### config.mk
export PLATFORM = sky130hd
export DESIGN_NAME = sync_payload_rx_flat
export DESIGN_NICKNAME = d
export VERILOG_FILES = /design/src/rtl/sync_payload_rx_pkg.sv /design/src/rtl/sync_payload_rx_if.sv /design/src/rtl/sync_payload_rx_bit_counter.sv /design/src/rtl/sync_payload_rx.sv /design/src/flat_wrapper.sv
export SDC_FILE = /design/constraint.sdc
export NUM_CORES = 1
export LEC_CHECK = 0
export CELL_PAD_IN_SITES_DETAIL_PLACEMENT = 2
export CELL_PAD_IN_SITES_GLOBAL_PLACEMENT = 2
export CORE_MARGIN = 4
export CORE_UTILIZATION = 30
export CTS_CLUSTER_SIZE = 20
export DETAILED_ROUTE_END_ITERATION = 16
export PLACE_DENSITY = 0.7
export SYNTH_ARGS = -nofsm -noshare
export SYNTH_HDL_FRONTEND = slang
export SYNTH_HIERARCHICAL = 1
export SYNTH_SLANG_ARGS = --single-unit
### constraint.sdc
create_clock -name clk -period 1.7 [get_ports clk]
set_input_delay 0.34 -clock clk [delete_from_list [all_inputs] [get_ports clk]]
set_output_delay 0.34 -clock clk [all_outputs]
set_load 0.02 [all_outputs]
### src/rtl/sync_payload_rx_pkg.sv
// Shared types and constants for the sync_payload_rx receiver.
//   rx_state_t   : receiver FSM state encoding (2'b11 is unused and decodes to IDLE)
//   SYNC_PATTERN : serial pattern recognised by the upstream detector
package sync_payload_rx_pkg;

  typedef enum logic [1:0] {
    IDLE    = 2'b00,
    RECEIVE = 2'b01,
    LOAD    = 2'b10
  } rx_state_t;

  localparam logic [3:0] SYNC_PATTERN = 4'b1101;

endpackage

### src/rtl/sync_payload_rx_if.sv
// Bus bundle between a serial source / word consumer and sync_payload_rx.
//   serial_in     : serial bit stream, one bit per clock
//   sync_detect   : sync pulse from the upstream 1101 detector
//   data_read     : consumer acknowledge
//   rx_data       : captured payload word
//   data_ready    : unread word available
//   overrun_error : sticky, an unread word was overwritten
//   rx_busy       : a frame is being received or loaded
// master = source/consumer side, slave = receiver side.
interface sync_payload_rx_if #(
  parameter int PAYLOAD_BITS = 8
);

  logic                    serial_in;
  logic                    sync_detect;
  logic                    data_read;
  logic [PAYLOAD_BITS-1:0] rx_data;
  logic                    data_ready;
  logic                    overrun_error;
  logic                    rx_busy;

  modport master (
    output serial_in, sync_detect, data_read,
    input  rx_data, data_ready, overrun_error, rx_busy
  );

  modport slave (
    input  serial_in, sync_detect, data_read,
    output rx_data, data_ready, overrun_error, rx_busy
  );

endinterface

### src/rtl/sync_payload_rx_bit_counter.sv
// Up counter used as the payload bit index.
//   clk, n_rst    : clock, asynchronous active-low reset
//   clear         : synchronous clear to zero (wins over count_enable)
//   count_enable  : increment by one
//   rollover_val  : terminal count
//   rollover_flag : registered, high while the count equals rollover_val
module payload_bit_counter #(
  parameter int WIDTH = 4
) (
  input  logic             clk,
  input  logic             n_rst,
  input  logic             clear,
  input  logic             count_enable,
  input  logic [WIDTH-1:0] rollover_val,
  output logic             rollover_flag
);

  logic [WIDTH-1:0] count;
  logic [WIDTH-1:0] count_next;
  logic             flag_next;

  // The flag is computed from the next count so that it is valid in the
  // same cycle the count reaches rollover_val, without a compare delay.
  always_comb begin
    count_next = count;
    flag_next  = rollover_flag;
    if (clear) begin
      count_next = '0;
      flag_next  = (rollover_val == '0);
    end else if (count_enable) begin
      count_next = count + 1'b1;
      flag_next  = (count_next == rollover_val);
    end
  end

  always_ff @(posedge clk or negedge n_rst) begin
    if (!n_rst) begin
      count         <= '0;
      rollover_flag <= 1'b0;
    end else begin
      count         <= count_next;
      rollover_flag <= flag_next;
    end
  end

endmodule

### src/rtl/sync_payload_rx.sv
// Serial payload receiver: after each sync pulse from the 1101 detector it
// captures the next PAYLOAD_BITS serial bits into a parallel word, presents
// it with a ready/read handshake and flags overrun of an unread word.
//   clk   : system clock, one serial bit per rising edge
//   n_rst : asynchronous active-low reset
//   bus   : sync_payload_rx_if slave (serial_in, sync_detect, data_read in;
//           rx_data, data_ready, overrun_error, rx_busy out, all registered)
// Parameters: PAYLOAD_BITS (2..32), MSB_FIRST (1: first bit lands in MSB).
module sync_payload_rx
  import sync_payload_rx_pkg::*;
#(
  parameter int PAYLOAD_BITS = 8,
  parameter bit MSB_FIRST    = 1'b1
) (
  input  logic                 clk,
  input  logic                 n_rst,
  sync_payload_rx_if.slave     bus
);

  localparam int                CNT_W    = $clog2(PAYLOAD_BITS + 1);
  localparam logic [CNT_W-1:0]  LAST_IDX = CNT_W'(PAYLOAD_BITS - 1);

  rx_state_t               state;
  rx_state_t               state_next;
  logic [PAYLOAD_BITS-1:0] shreg;
  logic [PAYLOAD_BITS-1:0] shift_in;
  logic                    cnt_clear;
  logic                    cnt_en;
  logic                    last_bit;

  logic [PAYLOAD_BITS-1:0] rx_data;
  logic                    data_ready;
  logic                    overrun_error;
  logic                    rx_busy;

  payload_bit_counter #(
    .WIDTH (CNT_W)
  ) u_bit_counter (
    .clk           (clk),
    .n_rst         (n_rst),
    .clear         (cnt_clear),
    .count_enable  (cnt_en),
    .rollover_val  (LAST_IDX),
    .rollover_flag (last_bit)
  );

  if (MSB_FIRST) begin : g_msb_first
    assign shift_in = {shreg[PAYLOAD_BITS-2:0], bus.serial_in};
  end else begin : g_lsb_first
    assign shift_in = {bus.serial_in, shreg[PAYLOAD_BITS-1:1]};
  end

  // The sync-cycle bit belongs to the pattern, so capture starts on the
  // following edge. sync_detect is only looked at in IDLE, which lets a
  // payload legally contain 1101. The unused 2'b11 encoding falls into
  // the default branch and behaves as IDLE.
  always_comb begin
    state_next = state;
    cnt_clear  = 1'b0;
    cnt_en     = 1'b0;
    case (state)
      RECEIVE: begin
        cnt_en = 1'b1;
        if (last_bit) state_next = LOAD;
      end
      LOAD: state_next = IDLE;
      default: begin
        if (bus.sync_detect) begin
          state_next = RECEIVE;
          cnt_clear  = 1'b1;
        end
      end
    endcase
  end

  always_ff @(posedge clk or negedge n_rst) begin
    if (!n_rst) begin
      state   <= IDLE;
      shreg   <= '0;
      rx_busy <= 1'b0;
    end else begin
      state   <= state_next;
      rx_busy <= (state_next == RECEIVE) || (state_next == LOAD);
      if (state == RECEIVE) shreg <= shift_in;
    end
  end

  // A load takes priority over a simultaneous read: the new word stays
  // unread, and a read in that cycle still acknowledges any old overrun.
  always_ff @(posedge clk or negedge n_rst) begin
    if (!n_rst) begin
      rx_data       <= '0;
      data_ready    <= 1'b0;
      overrun_error <= 1'b0;
    end else if (state == LOAD) begin
      rx_data    <= shreg;
      data_ready <= 1'b1;
      if (bus.data_read)   overrun_error <= 1'b0;
      else if (data_ready) overrun_error <= 1'b1;
    end else if (bus.data_read) begin
      data_ready    <= 1'b0;
      overrun_error <= 1'b0;
    end
  end

  assign bus.rx_data       = rx_data;
  assign bus.data_ready    = data_ready;
  assign bus.overrun_error = overrun_error;
  assign bus.rx_busy       = rx_busy;

endmodule

### src/flat_wrapper.sv
// flat-port wrapper written by rule: the top's interface ports become plain ports
module sync_payload_rx_flat import sync_payload_rx_pkg::*;
#(
  parameter int PAYLOAD_BITS = 8,
  parameter bit MSB_FIRST    = 1'b1
)
  (clk, n_rst, bus_serial_in, bus_sync_detect, bus_data_read, bus_rx_data, bus_data_ready, bus_overrun_error, bus_rx_busy);
  sync_payload_rx_if #(.PAYLOAD_BITS(PAYLOAD_BITS)) bus_i ();
  input  logic clk;
  input  logic n_rst;
  input wire logic [$bits(bus_i.serial_in)-1:0] bus_serial_in;
  input wire logic [$bits(bus_i.sync_detect)-1:0] bus_sync_detect;
  input wire logic [$bits(bus_i.data_read)-1:0] bus_data_read;
  output wire logic [$bits(bus_i.rx_data)-1:0] bus_rx_data;
  output wire logic [$bits(bus_i.data_ready)-1:0] bus_data_ready;
  output wire logic [$bits(bus_i.overrun_error)-1:0] bus_overrun_error;
  output wire logic [$bits(bus_i.rx_busy)-1:0] bus_rx_busy;
  assign bus_i.serial_in = bus_serial_in;
  assign bus_i.sync_detect = bus_sync_detect;
  assign bus_i.data_read = bus_data_read;
  assign bus_rx_data = bus_i.rx_data;
  assign bus_data_ready = bus_i.data_ready;
  assign bus_overrun_error = bus_i.overrun_error;
  assign bus_rx_busy = bus_i.rx_busy;
  sync_payload_rx #(.PAYLOAD_BITS(PAYLOAD_BITS), .MSB_FIRST(MSB_FIRST)) u_core (.clk(clk), .n_rst(n_rst), .bus(bus_i));
endmodule
==> metrics.txt, run 1 <==
# TYPE chip_impl_metric gauge
chip_impl_info{name="status",value="completed"} 1
chip_impl_metric{name="yosysUniqueCellTypes",unit=""} 27
chip_impl_info{name="worst_setup_path_start_kind",value="register"} 1
chip_impl_metric{name="worst_ir_drop_vdd",unit="µV"} 542.5
chip_impl_metric{name="power.leakage",unit="nW"} 0.7482
chip_impl_metric{name="seq_area_frac_synth",unit=""} 0.5237
chip_impl_metric{name="synth.ff_latch_count",unit=""} 26
chip_impl_metric{name="clock_path_buffers",unit=""} 2
chip_impl_info{name="post_synth_most_frequent_cells",value="26 x sky130_fd_sc_hd__dfrtp_1, 16 x sky130_fd_sc_hd__mux2_4, 7 x sky130_fd_sc_hd__nor2_1, 5 x sky130_fd_sc_hd__xnor2_1"} 1
chip_impl_metric{name="worst_setup_hold_path_clk_slew",unit="ps"} 80
chip_impl_metric{name="dp.final_hpwl",unit="µm"} 1879
chip_impl_metric{name="final_cell_area",unit="µm²"} 1588
chip_impl_metric{name="finalCriticalPeriod",unit="ps"} 1594
chip_impl_metric{name="vias_per_cell",unit=""} 4.520
chip_impl_metric{name="gr-usage-all-layers",unit=""} 0.1001
chip_impl_metric{name="ctsHtreeMaxLevel",unit=""} 1
chip_impl_metric{name="yosys-mux-area-fraction",unit=""} 0.2014
chip_impl_metric{name="worstPathMaxFanout",unit=""} 2
chip_impl_metric{name="floorplan.rows",unit=""} 23
chip_impl_metric{name="fp.dieArea",unit="µm²"} 5235
chip_impl_metric{name="initial_utilization",unit=""} 0.3106
chip_impl_metric{name="reg2reg_depth",unit=""} 5
chip_impl_metric{name="final_min_period_over_clock_period",unit=""} 0.9374
chip_impl_metric{name="syn_area_per_cell",unit="µm²"} 13.50
chip_impl_metric{name="multiInputGateArea",unit="µm²"} 578.1
chip_impl_metric{name="synthesis.area",unit="µm²"} 1242
chip_impl_metric{name="overall_die_width",unit="µm"} 72.36
chip_impl_info{name="unrepaired_setup_endpoints_after_global_routing",value="false"} 1
chip_impl_metric{name="ff2ff_setup_slack",unit="ps"} 170
chip_impl_info{name="worst_hold_class",value="in2async"} 1
chip_impl_metric{name="place_congestion",unit=""} 0.7706
chip_impl_metric{name="maximum_number_of_pins_on_one_net_before_global_route_repair",unit=""} 27
chip_impl_metric{name="clock-sinks",unit=""} 26
chip_impl_metric{name="final_hold_viol_count",unit=""} 0
chip_impl_metric{name="synth_compound_gate_area_share",unit=""} 0.06445
chip_impl_metric{name="routed_wirelength",unit="µm"} 2330
chip_impl_info{name="synth_area_leaders",value="sky130_fd_sc_hd__dfrtp_1 52%, sky130_fd_sc_hd__mux2_4 19%, sky130_fd_sc_hd__ha_1 4.0%"} 1
chip_impl_metric{name="area_delta_synth_final",unit="%"} 27.79
chip_impl_metric{name="route.detailed.wl_per_inst",unit="µm"} 13.47
chip_impl_metric{name="drive_above_1_share",unit=""} 0.2602
chip_impl_info{name="top_flip_flop_cell_by_instance_count_after_synthesis",value="sky130_fd_sc_hd__dfrtp_1"} 1
chip_impl_metric{name="synth.yosys.warnings",unit=""} 6
chip_impl_metric{name="setup-violations-final",unit=""} 0
chip_impl_metric{name="drtPass1Iterations",unit=""} 2
chip_impl_metric{name="worst_clock_skew",unit="ps"} 8.890
chip_impl_info{name="synth_top_family_by_area",value="multiplexers"} 1
chip_impl_metric{name="placed_cell_area",unit="µm²"} 1514
chip_impl_metric{name="grt_pass1_vias",unit=""} 844
chip_impl_info{name="critical-path-slowest-cell",value="sky130_fd_sc_hd__clkdlybuf4s50_1"} 1
chip_impl_metric{name="cp_data_arrival_time",unit="ps"} 1250
chip_impl_metric{name="seqCellArea",unit="µm²"} 650.6
chip_impl_metric{name="post_synth_adder_cell_area",unit=""} 0.04028
chip_impl_metric{name="timing.fmax",unit="MHz"} 627.5
chip_impl_info{name="setup.worst_path.class",value="reg2out"} 1
chip_impl_info{name="critical_path.reg2reg.endpoint",value="u_core/u_bit_counter/rollover_flag"} 1
chip_impl_metric{name="power.density_cell_area",unit="nW/µm²"} 1992
chip_impl_metric{name="nets",unit=""} 133
chip_impl_info{name="timing.critical_path.max_delay_family",value="buffers and inverters"} 1
chip_impl_metric{name="antenna_violations_before_repair",unit=""} 0
chip_impl_metric{name="final_max_slew_viols",unit=""} 0
chip_impl_metric{name="netlist.area_leader.share",unit=""} 0.5237
chip_impl_metric{name="postSynth.asyncResetShare",unit=""} 1.000
chip_impl_info{name="worstPathCellList",value="clkdlybuf4s50_1"} 1
chip_impl_metric{name="num_vias",unit=""} 782
chip_impl_info{name="cts-root-buf",value="sky130_fd_sc_hd__clkbuf_8"} 1
chip_impl_metric{name="inserted_clock_buffers",unit=""} 3
chip_impl_info{name="critical_path.reg2reg.startpoint",value="u_core/state[0]"} 1
chip_impl_metric{name="grt_first_pass_wirelength",unit="µm"} 4112
chip_impl_metric{name="drtAntennaViolNets",unit=""} 0
chip_impl_info{name="crit_path_launch",value="u_core/bus.overrun_error"} 1
chip_impl_info{name="tritoncts_clock_tree",value="built"} 1
chip_impl_metric{name="die_h",unit="µm"} 72.36
chip_impl_metric{name="maxCapViolCount",unit=""} 0
chip_impl_metric{name="timing.setup.tns",unit="ps"} 0
chip_impl_metric{name="crit_cells",unit=""} 1
chip_impl_metric{name="drt_iter0_markers",unit=""} 13
chip_impl_metric{name="max_stage_delay",unit="ps"} 630
chip_impl_metric{name="path_buf_inv",unit=""} 1
chip_impl_metric{name="synthSimpleGateAreaFrac",unit=""} 0.06647
chip_impl_metric{name="num_io_pins",unit=""} 16
chip_impl_info{name="worstSetupEndpointType",value="output port"} 1
chip_impl_info{name="netlist.top_cell.by_area",value="sky130_fd_sc_hd__dfrtp_1"} 1
chip_impl_metric{name="cp_required",unit="ps"} 1360
chip_impl_metric{name="synth-edff-count",unit=""} 0
chip_impl_metric{name="num_antenna_cells",unit=""} 0
chip_impl_metric{name="buffer_ports.inserted",unit=""} 15
chip_impl_metric{name="drc_errors",unit=""} 0
chip_impl_info{name="synth.most_common_cell",value="sky130_fd_sc_hd__dfrtp_1"} 1
chip_impl_metric{name="gr-total-overflow",unit=""} 0
chip_impl_metric{name="core_area",unit="µm²"} 4000
chip_impl_metric{name="worst_skew_pair.late_latency",unit="ps"} 270
chip_impl_metric{name="syn_inst",unit=""} 92
chip_impl_metric{name="fillerInstances",unit=""} 416
chip_impl_metric{name="synth_xor_xnor_area_share",unit=""} 0.06344
chip_impl_info{name="worst_setup_path_endpoint",value="bus_overrun_error"} 1
[cell type report]
type,instances,area share
Clock buffer,3,0.02600
Timing Repair Buffer,23,0.1324
Tap cell,50,0.03940
Inverter,4,0.009456
Multi-Input combinational cell,66,0.3641
Clock inverter,1,0.01891
Sequential cell,26,0.4098
[metal layers]
layer / vias to the layer above / track usage / share of wire
met5: - / 0 / 0
met4: 0 / 0.02505 / 0.0039
met3: 2 / 0.01801 / 0.034
met2: 10 / 0.1790 / 0.53
met1: 406 / 0.1236 / 0.43
li1: 364 / - / -
[how the worst min path moves through the flow]
stage / cells after the start / to / startpoint / slack (ps)
after CTS: 2 / u_core/bus.rx_data[5] / n_rst / 450
after global placement: 2 / u_core/bus.overrun_error / u_core/bus.overrun_error / 480
after floorplan: 0 / u_core/bus.data_ready / n_rst / 40
after detailed placement: 1 / u_core/bus.rx_data[5] / u_core/bus.rx_data[5] / 500
after global routing: 2 / u_core/shreg[5] / n_rst / 480
final: 2 / u_core/bus.rx_data[7] / n_rst / 440
[kinds of logic after synthesis]
| group | Yosys count |
|---|---|
| multiplexers | 17 |
| XOR/XNOR | 9 |
| other | 2 |
| flip-flops | 26 |
| AO/OA/AOI/OAI | 11 |
| buffers and inverters | 7 |
| adder cells (fa/ha/maj) | 4 |
| AND/OR/NAND/NOR | 16 |
[cells in the final DEF, fill, tap and decap left out, types with 2 or more instances in the layout]
master and count:
sky130_fd_sc_hd__clkbuf_8 3, sky130_fd_sc_hd__xor2_1 4, sky130_fd_sc_hd__dfrtp_1 26, sky130_fd_sc_hd__a21oi_1 2, sky130_fd_sc_hd__o21bai_1 2, sky130_fd_sc_hd__nand2_1 3, sky130_fd_sc_hd__conb_1 9, sky130_fd_sc_hd__ha_1 3
sky130_fd_sc_hd__clkdlybuf4s50_1 15, sky130_fd_sc_hd__buf_4 8, sky130_fd_sc_hd__mux2_4 16, sky130_fd_sc_hd__inv_1 4, sky130_fd_sc_hd__nor2_1 7, sky130_fd_sc_hd__xnor2_1 5
[power breakdown]
| group | switching (W) | total (W) | internal, W |
|---|---|---|---|
| Clock | 0.000186 | 0.000501 | 0.000315 |
| Combinational | 0.000633 | 0.00155 | 0.000914 |
| Sequential | 0.000222 | 0.00111 | 0.000892 |
[what timing repair did]
item / in CTS / in global routing
gates resized for setup: 0 / 1
hold buffers: 0 / 0
setup buffers: 0 / 0
endpoints found under the setup margin: 0 / 1
[flip-flops by register name, indices dropped and copies added, names as in the netlist]
register	count
u_core/bus.overrun_error	1
u_core/bus.rx_busy	1
u_core/state	2
u_core/u_bit_counter/rollover_flag	1
u_core/u_bit_counter/count	4
u_core/shreg	8
u_core/bus.rx_data	8
u_core/bus.data_ready	1
[stage by stage]
step / total power [W] / util / hold slack [ps] / instances / setup slack (ps)
4_1_cts: 0.003230 / 0.3963 / 450.5 / 173 / 76.20
6_report: 0.003163 / 0.3969 / 438.1 / 173 / 106.5
3_5_place_dp: 0.002722 / 0.3785 / 503.7 / 169 / 119.8
3_3_place_gp: 0.002629 / 0.3785 / 481.9 / 169 / 173.4
5_1_grt: 0.003420 / 0.3969 / 483.1 / 173 / 7.201
2_1_floorplan: 0.002197 / - / 44.41 / 99 / 146.8
Power figures use the tool's default switching activity.
==> run 2: changes to the inputs <==
Settings changed: GPL_TIMING_DRIVEN from default to 0.
==> metrics.txt, run 2 (same netlist as run 1, synthesis figures left out) <==
# TYPE chip_impl_metric gauge
chip_impl_info{name="status",value="completed"} 1
chip_impl_info{name="crit_path_launch",value="u_core/bus.rx_data[4]"} 1
chip_impl_metric{name="buffer_ports.inserted",unit=""} 15
chip_impl_metric{name="nets",unit=""} 129
chip_impl_metric{name="worstPathMaxFanout",unit=""} 2
chip_impl_metric{name="power.leakage",unit="nW"} 0.7390
chip_impl_metric{name="fp.dieArea",unit="µm²"} 5235
chip_impl_metric{name="pre_cts_slack",unit="ps"} -90.95
chip_impl_info{name="setup.worst_path.class",value="reg2out"} 1
chip_impl_metric{name="maximum_number_of_pins_on_one_net_before_global_route_repair",unit=""} 27
chip_impl_metric{name="worst_ir_drop_vdd",unit="µV"} 451.0
chip_impl_info{name="cts-root-buf",value="sky130_fd_sc_hd__clkbuf_8"} 1
chip_impl_metric{name="power.combinational.fraction",unit=""} 0.493
chip_impl_metric{name="drt_iter0_markers",unit=""} 18
chip_impl_metric{name="slew_headroom",unit=""} 0.2334
chip_impl_metric{name="num_antenna_cells",unit=""} 0
chip_impl_metric{name="finalCriticalPeriod",unit="ps"} 1589
chip_impl_metric{name="gr-total-overflow",unit=""} 0
chip_impl_metric{name="worst_setup_hold_path_clk_slew",unit="ps"} 100
chip_impl_metric{name="post_layout_nonfiller_instances",unit=""} 169
chip_impl_metric{name="num_vias",unit=""} 761
chip_impl_metric{name="num_io_pins",unit=""} 16
chip_impl_metric{name="power.density_cell_area",unit="nW/µm²"} 2039
chip_impl_metric{name="clock-sinks",unit=""} 26
chip_impl_metric{name="maxCapViolCount",unit=""} 0
chip_impl_metric{name="drive_above_1_share",unit=""} 0.2605
chip_impl_metric{name="drc_errors",unit=""} 0
chip_impl_info{name="unrepaired_setup_endpoints_after_global_routing",value="true"} 1
chip_impl_metric{name="placed_cell_area",unit="µm²"} 1481
chip_impl_metric{name="ctsHoldBuffers",unit=""} 0
chip_impl_metric{name="worst_skew_pair.late_latency",unit="ps"} 270
chip_impl_metric{name="grt_pass1_vias",unit=""} 899
chip_impl_metric{name="drtPass1Iterations",unit=""} 2
chip_impl_metric{name="clock_path_buffers",unit=""} 2
chip_impl_info{name="worst_hold_class",value="in2async"} 1
chip_impl_metric{name="dp.final_hpwl",unit="µm"} 1867
chip_impl_metric{name="sw_frac_of_total",unit=""} 0.3405
chip_impl_metric{name="drtAntennaViolNets",unit=""} 0
chip_impl_info{name="timing.critical_path.max_delay_family",value="buffers and inverters"} 1
chip_impl_metric{name="final_min_period_over_clock_period",unit=""} 0.9347
chip_impl_metric{name="final_cell_area",unit="µm²"} 1588
chip_impl_metric{name="worstMarginPinSlew",unit="ps"} 1148
chip_impl_metric{name="die_h",unit="µm"} 72.36
chip_impl_metric{name="ctsHtreeMaxLevel",unit=""} 1
chip_impl_metric{name="path_buf_inv",unit=""} 1
chip_impl_metric{name="cp_required",unit="ps"} 1360
chip_impl_info{name="worstSetupEndpointType",value="output port"} 1
chip_impl_metric{name="route.detailed.wl_per_inst",unit="µm"} 14.88
chip_impl_info{name="worst_setup_path_start_kind",value="register"} 1
chip_impl_info{name="final_common_cell",value="sky130_fd_sc_hd__dfrtp_1"} 1
chip_impl_metric{name="max_stage_delay",unit="ps"} 610
chip_impl_metric{name="final_max_slew_viols",unit=""} 0
chip_impl_info{name="critical_path.reg2reg.startpoint",value="u_core/state[1]"} 1
chip_impl_metric{name="area_delta_synth_final",unit="%"} 27.79
chip_impl_metric{name="setup-violations-final",unit=""} 0
chip_impl_metric{name="timing.fmax",unit="MHz"} 629.3
chip_impl_metric{name="antenna_violations_before_repair",unit=""} 0
chip_impl_metric{name="ff2ff_setup_slack",unit="ps"} 130
chip_impl_metric{name="final_hold_viol_count",unit=""} 0
chip_impl_metric{name="grt_first_pass_wirelength",unit="µm"} 4478
chip_impl_metric{name="worst_clock_skew",unit="ps"} 9.525
chip_impl_metric{name="initial_utilization",unit=""} 0.3106
chip_impl_metric{name="gr-usage-all-layers",unit=""} 0.1096
chip_impl_metric{name="p_total",unit="W"} 0.003237
chip_impl_info{name="critical-path-slowest-cell",value="sky130_fd_sc_hd__clkdlybuf4s50_1"} 1
chip_impl_metric{name="setup_ws",unit="ps"} 111.0
chip_impl_metric{name="place.detailed.instances",unit=""} 164
chip_impl_metric{name="place_congestion",unit=""} 0.7030
chip_impl_info{name="largestRegisters",value="u_core/bus.rx_data: 8 flops, u_core/shreg: 8 flops, u_core/u_bit_counter/count: 4 flops"} 1
chip_impl_info{name="mostFrequentLayoutCells",value="25 x sky130_fd_sc_hd__dfrtp_1, 16 x sky130_fd_sc_hd__mux2_4, 14 x sky130_fd_sc_hd__clkdlybuf4s50_1"} 1
chip_impl_metric{name="vias_per_cell",unit=""} 4.503
chip_impl_metric{name="p_switching",unit="W"} 0.001102
chip_impl_metric{name="routed_wirelength",unit="µm"} 2515
chip_impl_metric{name="core_area",unit="µm²"} 4000
chip_impl_metric{name="timing.setup.tns",unit="ps"} 0
chip_impl_metric{name="clock_power_share",unit=""} 0.159
chip_impl_metric{name="overall_die_width",unit="µm"} 72.36
chip_impl_metric{name="inserted_clock_buffers",unit=""} 3
chip_impl_metric{name="cp_data_arrival_time",unit="ps"} 1250
chip_impl_metric{name="proportion_of_power_drawn_by_flip_flops_and_latches",unit=""} 0.348
chip_impl_info{name="tritoncts_clock_tree",value="built"} 1
chip_impl_info{name="worstPathCellList",value="clkdlybuf4s50_1"} 1
chip_impl_metric{name="floorplan.rows",unit=""} 23
chip_impl_metric{name="power_report.internal_total",unit="W"} 0.002135
run 2: cell types whose count changed in the layout (fill, tap and decap cells not counted), sizes merged:
| cell | previous run | this run |
|---|---|---|
| clkdlybuf4s50 | 15 | 14 |
| buf | 8 | 4 |
| dlymetal6s2s | 0 | 1 |
run 2: power by group through the flow:
| stage | clock [W] | combinational (W) | sequential (W) |
|---|---|---|---|
| after floorplan | 0 | 0.00100 | 0.00120 |
| after global placement | 0 | 0.00146 | 0.00112 |
| after detailed placement | 0 | 0.00152 | 0.00114 |
| after CTS | 0.000526 | 0.00154 | 0.00114 |
| after global routing | 0.000567 | 0.00175 | 0.00118 |
| final | 0.000515 | 0.00160 | 0.00113 |
run 2: path summary, 6_finish.rpt:
check,cells past startpoint,end
setup / recovery,1,bus_rx_data[4]
hold / removal,1,u_core/bus.rx_data[3]
setup reg to reg,6,u_core/u_bit_counter/rollover_flag
hold reg to reg,1,u_core/bus.data_ready
max in group asynchronous,1,u_core/state[1]
min in group clk,1,u_core/bus.data_ready
run 2: cell type report:
type	count	area, µm²
Fill cell	415	2412
Sequential cell	26	651.9
Multi-Input combinational cell	66	596.8
Timing Repair Buffer	16	160.2
Tap cell	50	62.56
Clock buffer	3	41.29
Clock inverter	1	30.03
Buffer	3	30.03
Inverter	4	15.01
run 2: what timing repair did:
item / 4_1_cts / 5_1_grt
cloned: 0 / 0
resized for setup: 1 / 8
buffers inserted: 0 / 1
endpoints found under the setup margin: 1 / 1
run 2: stage by stage:
step,hold WS (ps),utilization
floorplan,44.41,-
global placement,481.3,0.3703
detailed placement,494.0,0.3703
CTS,521.9,0.3885
global route,397.1,0.3969
finish,286.7,0.3969
run 2: per-layer routing:
metal | GRT usage | wire length (µm) | vias up | part of all wire
met5 | 0 | 0 | - | 0
met4 | 0.02505 | 0 | 0 | 0
met3 | 0.02216 | 83 | 0 | 0.033
met2 | 0.2063 | 1377 | 10 | 0.55
met1 | 0.1259 | 1054 | 398 | 0.42
li1 | - | - | 353 | -
